**src/rtl/operand_fetch_stage.sv**
```systemverilog
// ID->EX operand fetch stage: drives bank read addresses, forwards MEM/WB results,
// stalls on load-use and EX-resident dependences, and registers the EX-facing bundle.
module operand_fetch_stage #(
  parameter int XLEN   = 32,
  parameter int AW     = 5,
  parameter int CTRL_W = 8
) (
  input  logic              clk,
  input  logic              rst_n,
  input  logic              flush,
  input  logic              in_valid,
  output logic              in_ready,
  input  logic [AW-1:0]     in_rs1,
  input  logic [AW-1:0]     in_rs2,
  input  logic [AW-1:0]     in_rd,
  input  logic [XLEN-1:0]   in_imm,
  input  logic [CTRL_W-1:0] in_ctrl,
  input  logic              in_reg_wr,
  input  logic              in_is_load,
  output logic [AW-1:0]     dir_a,
  output logic [AW-1:0]     dir_b,
  input  logic [XLEN-1:0]   doa,
  input  logic [XLEN-1:0]   dob,
  input  logic              mem_reg_wr,
  input  logic              mem_is_load,
  input  logic [AW-1:0]     mem_dir,
  input  logic [XLEN-1:0]   mem_data,
  input  logic              wb_reg_wr,
  input  logic [AW-1:0]     wb_dir,
  input  logic [XLEN-1:0]   wb_data,
  output logic              out_valid,
  input  logic              out_ready,
  output logic [XLEN-1:0]   out_op_a,
  output logic [XLEN-1:0]   out_op_b,
  output logic [XLEN-1:0]   out_imm,
  output logic [AW-1:0]     out_rd,
  output logic [CTRL_W-1:0] out_ctrl,
  output logic              out_reg_wr,
  output logic              out_is_load,
  output logic              hazard_stall
);

  logic              r_valid;
  logic [XLEN-1:0]   r_op_a;
  logic [XLEN-1:0]   r_op_b;
  logic [XLEN-1:0]   r_imm;
  logic [AW-1:0]     r_rd;
  logic [CTRL_W-1:0] r_ctrl;
  logic              r_reg_wr;
  logic              r_is_load;

  logic [XLEN-1:0]   w_op_a;
  logic [XLEN-1:0]   w_op_b;
  logic              w_haz_a;
  logic              w_haz_b;
  logic              w_stall;
  logic              w_ready;
  logic              w_capture;

  // MEM beats WB: it is the younger result. WB forwarding covers the same-edge bank write.
  function automatic logic [XLEN-1:0] f_select(input logic [AW-1:0]   s,
                                               input logic [XLEN-1:0] bank);
    if (s == '0)
      return '0;
    else if (mem_reg_wr && (mem_dir == s))
      return mem_data;
    else if (wb_reg_wr && (wb_dir == s))
      return wb_data;
    else
      return bank;
  endfunction

  function automatic logic f_hazard(input logic [AW-1:0] s);
    return (s != '0) &&
           ((r_valid && r_reg_wr && (r_rd == s)) ||
            (mem_reg_wr && mem_is_load && (mem_dir == s)));
  endfunction

  always_comb begin
    w_op_a    = f_select(in_rs1, doa);
    w_op_b    = f_select(in_rs2, dob);
    w_haz_a   = f_hazard(in_rs1);
    w_haz_b   = f_hazard(in_rs2);
    w_stall   = in_valid && (w_haz_a || w_haz_b);
    w_ready   = !w_stall && !flush && (!r_valid || out_ready);
    w_capture = in_valid && w_ready;
  end

  always_ff @(posedge clk or negedge rst_n) begin
    if (!rst_n) begin
      r_valid   <= 1'b0;
      r_op_a    <= '0;
      r_op_b    <= '0;
      r_imm     <= '0;
      r_rd      <= '0;
      r_ctrl    <= '0;
      r_reg_wr  <= 1'b0;
      r_is_load <= 1'b0;
    end else if (flush) begin
      r_valid <= 1'b0;
    end else if (w_capture) begin
      r_valid   <= 1'b1;
      r_op_a    <= w_op_a;
      r_op_b    <= w_op_b;
      r_imm     <= in_imm;
      r_rd      <= in_rd;
      r_ctrl    <= in_ctrl;
      r_reg_wr  <= in_reg_wr;
      r_is_load <= in_is_load;
    end else if (out_ready || !r_valid) begin
      r_valid <= 1'b0;
    end
  end

  assign dir_a        = in_rs1;
  assign dir_b        = in_rs2;
  assign in_ready     = w_ready;
  assign hazard_stall = w_stall;
  assign out_valid    = r_valid;
  assign out_op_a     = r_op_a;
  assign out_op_b     = r_op_b;
  assign out_imm      = r_imm;
  assign out_rd       = r_rd;
  assign out_ctrl     = r_ctrl;
  assign out_reg_wr   = r_reg_wr;
  assign out_is_load  = r_is_load;

endmodule

```
**config.mk**
```make
export PLATFORM = sky130hd
export DESIGN_NAME = operand_fetch_stage
export DESIGN_NICKNAME = d
export VERILOG_FILES = /design/src/rtl/operand_fetch_stage.sv
export SDC_FILE = /design/constraint.sdc
export NUM_CORES = 1
export LEC_CHECK = 0
export CAP_MARGIN = 20
export CELL_PAD_IN_SITES_DETAIL_PLACEMENT = 1
export CELL_PAD_IN_SITES_GLOBAL_PLACEMENT = 2
export CORE_MARGIN = 2
export CORE_UTILIZATION = 24
export CTS_CLUSTER_DIAMETER = 100
export DETAILED_ROUTE_END_ITERATION = 10
export HOLD_SLACK_MARGIN = 0.02
export PLACE_DENSITY_LB_ADDON = 0.1
export SYNTH_ARGS = -nofsm -noshare
export SYNTH_HDL_FRONTEND = slang
export SYNTH_SLANG_ARGS = --single-unit
```
**constraint.sdc**
```tcl
create_clock -name clk -period 2.9 [get_ports clk]
set_input_delay 0.435 -clock clk [delete_from_list [all_inputs] [get_ports clk]]
set_output_delay 0.435 -clock clk [all_outputs]
set_load 0.02 [all_outputs]
```
==> Implementation_results.wiki <==
{| class="wikitable"
! Metric !! Value
|-
| Standard-cell row count || 58
|-
| DRT Wirelength || 25700 um
|-
| Max Transition Viols Final || 0
|-
| IR Drop Worst-Case VDD || approximately 220 uV
|-
| Total vias in the final route || between 6000 and 7000
|-
| Top area cells in the synthesized netlist || dfrtp_1, mux2_1, nand2_1, a21oi_1, o21ai_0
|-
| Setup Total Neg Slack || 0 ns
|-
| Main combinational cell family by area after synthesis || multiplexers
|-
| Placeable core region || about 25000 sq um
|-
| Most frequent cells after synthesis || dfrtp_1, mux2_1, nand2_1
|-
| Cell type with the largest total area after synthesis || dfrtp_1
|-
| Compound-gate portion of the synthesized area || 14.9%
|-
| Clock latency of the later-clocked register in the worst-skew pair || between 0.3 and 0.4 ns
|-
| Clock Sinks || roughly 110
|-
| Count of final hold-check violations || 0
|-
| Net count reported at finish || approximately 1100
|-
| CP Launch Type || input pin
|-
| Portion of the clock cycle consumed by the worst path in the final layout || between 90% and 100%
|-
| Number of buffers added to fix hold violations after cts || 0
|-
| WL/cell || 20.3 um
|-
| Required time of the critical path || 2.47 ns
|-
| Transition time at the pin with the least slew margin || between 0.6 and 0.7 ns
|-
| Leak pwr || between 4 and 5 nW
|-
| Floorplan die width || ~160 um
|-
| Dpl ws || -0.203 ns
|-
| Nets in the synthesized netlist || 806
|-
| Run status || complete, no violations
|-
| Pwr per Cell Area || around 520 nW/um^2
|-
| Routability-driven placement congestion ratio || 0.875
|-
| Launch point of the worst path || in_rs2[2]
|-
| DIE AREA || 26500 sq um
|-
| Yosys cell types || 29
|-
| Setup-violating endpoint count in the final report || 0
|-
| Highest clock rate || roughly 0.36 GHz
|-
| Arrival time at the worst endpoint || about 2.4 ns
|-
| Mapped Avg Cell Area || around 10 sq um
|-
| Overall routing resource usage || between 10% and 20%
|-
| Cells after Synth || between 600 and 700
|-
| Root Buffer || clkbuf_16
|-
| First-pass iteration count of the detailed router || 4
|-
| Max-Cap Viols || 0
|-
| Remaining Overflow, GRT || 0
|-
| H-tree levels || 3
|-
| Effective utilization at floorplan || approximately a quarter
|-
| Minimum clock period || around 2.8 ns
|-
| Total inserted antenna cells || 0
|-
| Layout cell share with drive strength beyond 1 || roughly 8.2%
|-
| Io pins || approximately 330
|-
| Buf+Inv Stages, Crit Path || 4
|-
| Startpoint of the lowest-slack register-to-register path || out_rd[2]
|-
| Number of CTS-inserted buffers || 9
|-
| Count of warnings emitted by yosys || 0
|-
| Remaining routing DRC violations || 0
|-
| Via count of the first global-routing pass || approximately 6700
|-
| Most frequently used flop master after synthesis || dfrtp_1
|-
| Number of buffers inserted by port buffering || ~330
|-
| CTS tree || done
|-
| Fraction of the yosys area taken by sequential cells || between 40% and 50%
|-
| Multiplexer area fraction after synthesis || between 20% and 30%
|-
| Post-synthesis xor/xnor area fraction || between 3 and 4%
|-
| Die span in y || about 160 um
|-
| Startpoint-to-endpoint class of the critical path || in2out
|-
| Max stage delay cell, worst path || clkdlybuf4s50_1
|-
| Post-synthesis instance area || ~6000 sq um
|-
| Peak fanout along the critical path || 4
|-
| Final WS setup || between 0.1 and 0.15 ns
|-
| Deepest clock path buffer count || 2
|-
| Count leader, synth || dfrtp_1
|-
| Global-route wire length before repair || roughly 39000 um
|-
| Async set or reset register ratio after synthesis || 100%
|-
| Clock transition at the register clock pins on the worst setup and hold paths after CTS || ~0.080 ns
|-
| Post-Synth Adder-Cell Area || 0%
|-
| Top-area cell type share of the netlist area || about 46%
|-
| Post-synth EDFFs || 0
|-
| Setup clock skew after layout || ~0.012 ns
|-
| Number of nets still failing antenna checks after routing || 0
|-
| Max-slew headroom at the worst pin || 55.2%
|-
| Unrepaired setup endpoints after global routing || no
|-
| Layout area overhead || 69.4%
|-
| Maximum single-stage delay on the critical path || just over 0.5 ns
|-
| Maximum number of pins on one net before global-route repair || 46
|-
| Number of design-rule violations left by the first detailed-router iteration || 210
|-
| Vias per cell || approximately 4.7
|-
| Estimated wirelength of the detail-placed design || ~20000 um
|-
| Classification of the worst-slack hold path || in2async
|-
| Fraction of the mapped netlist area in simple logic gates || around 8.8%
|-
| Number of register bits inferred by synthesis || about 110
|-
| Cell family with most CP delay || buffers and inverters
|-
| Cells along the critical path || clkdlybuf4s50_1 > buf_4 > inv_1 > o211ai_1 > nor4_2 > a31oi_2 > nand2_1 > and2_1 > clkdlybuf4s15_1
|-
| Worst setup EP type || primary output
|-
| Number of antenna violations at the first check in global routing || 1
|}
cells in the final DEF, fill, tap and decap left out, types with 2 or more instances in the layout:
master	count
nand3_1	3
nand4_1	3
nand3_2	2
xor2_1	14
and3_2	2
xnor2_1	13
clkbuf_16	9
mux2_1	111
nor3_2	2
a31oi_1	32
clkdlybuf4s50_1	323
inv_8	2
dfrtp_1	112
and2_1	2
o21ai_0	64
nor4_1	2
inv_1	3
nor4_2	3
nor2_1	3
nand2_1	102
a21oi_1	65
buf_4	36
clkinvlp_4	4
buf_12	14
layout make-up:
| type | count | area, sq um |
|---|---|---|
| Timing Repair Buffer | 375 | 3800 |
| Clock buffer | 9 | 225 |
| Inverter | 3 | 11.3 |
| Fill cell | 2799 | 14700 |
| Clock inverter | 6 | 52.6 |
| Tap cell | 330 | 413 |
| Multi-Input combinational cell | 434 | 2970 |
| Sequential cell | 112 | 2800 |
worst reg2reg max path, cell delays in order, from the launching register on:
cell	delay [ns]
dfrtp_1	0.46
o211ai_1	0.14
nor4_2	0.32
a31oi_2	0.14
buf_4	0.16
nand4_1	0.16
buf_12	0.21
buf_12	0.19
mux2_1	0.35
worst paths after layout:
path                           endpoint  slack (ns)  cells past startpoint
min in group clk            out_ctrl[6]        0.49                      1
max in group asynchronous   out_imm[15]        1.94                      2
min                         out_ctrl[3]        0.09                      1
max                        hazard_stall        0.11                      9
max reg2reg                 out_imm[15]        0.65                      8
min reg2reg                 out_ctrl[6]        0.49                      1
metal layers:
layer / GRT usage, % / vias up / routed length, um
met3: 6.04 / 24 / 1870
met1: 22.6 / 2995 / 10200
met5: 0 / - / 13
met2: 34.4 / 203 / 13200
li1: - / 2783 / -
met4: 4.83 / 2 / 435
power breakdown:
group          total (W)  internal, W  switching [W]
Combinational    0.00204      0.00110       0.000944
Sequential       0.00207      0.00188       0.000191
Clock            0.00124     0.000593       0.000648
registers in the layout (all words and copies together), names as in the netlist:
| register | count |
|---|---|
| out_imm | 32 |
| out_op_a | 32 |
| out_op_b | 32 |
| out_ctrl | 8 |
| out_rd | 5 |
| out_is_load | 1 |
| out_reg_wr | 1 |
| out_valid | 1 |
stage by stage:
step           hold WS, ns  area, sq um  total power [W]  instances  utilization, %
6_report            0.0945        10300          0.00535       1269            41.1
5_1_grt              0.131        10300          0.00565       1269            41.1
4_1_cts              0.111        10300          0.00544       1269            41.1
3_5_place_dp         0.480         9970          0.00417       1254            40.0
3_3_place_gp         0.473         9970          0.00412       1254            40.0
2_1_floorplan        0.139         6060          0.00291        603               -
repair_timing:
action,4_1_cts,5_1_grt
endpoints found under the setup margin,2,2
setup buffers,0,0
resized for setup,3,7
cells by family (layout without fill, tap and decap cells):
group           after synthesis  in the layout
xor+xnor                     27             27
flops                       112            112
buf+inv                      57            393
compound gates              167            167
simple gates                129            129
mux                         111            111
(Power assumes the default switching activity.)
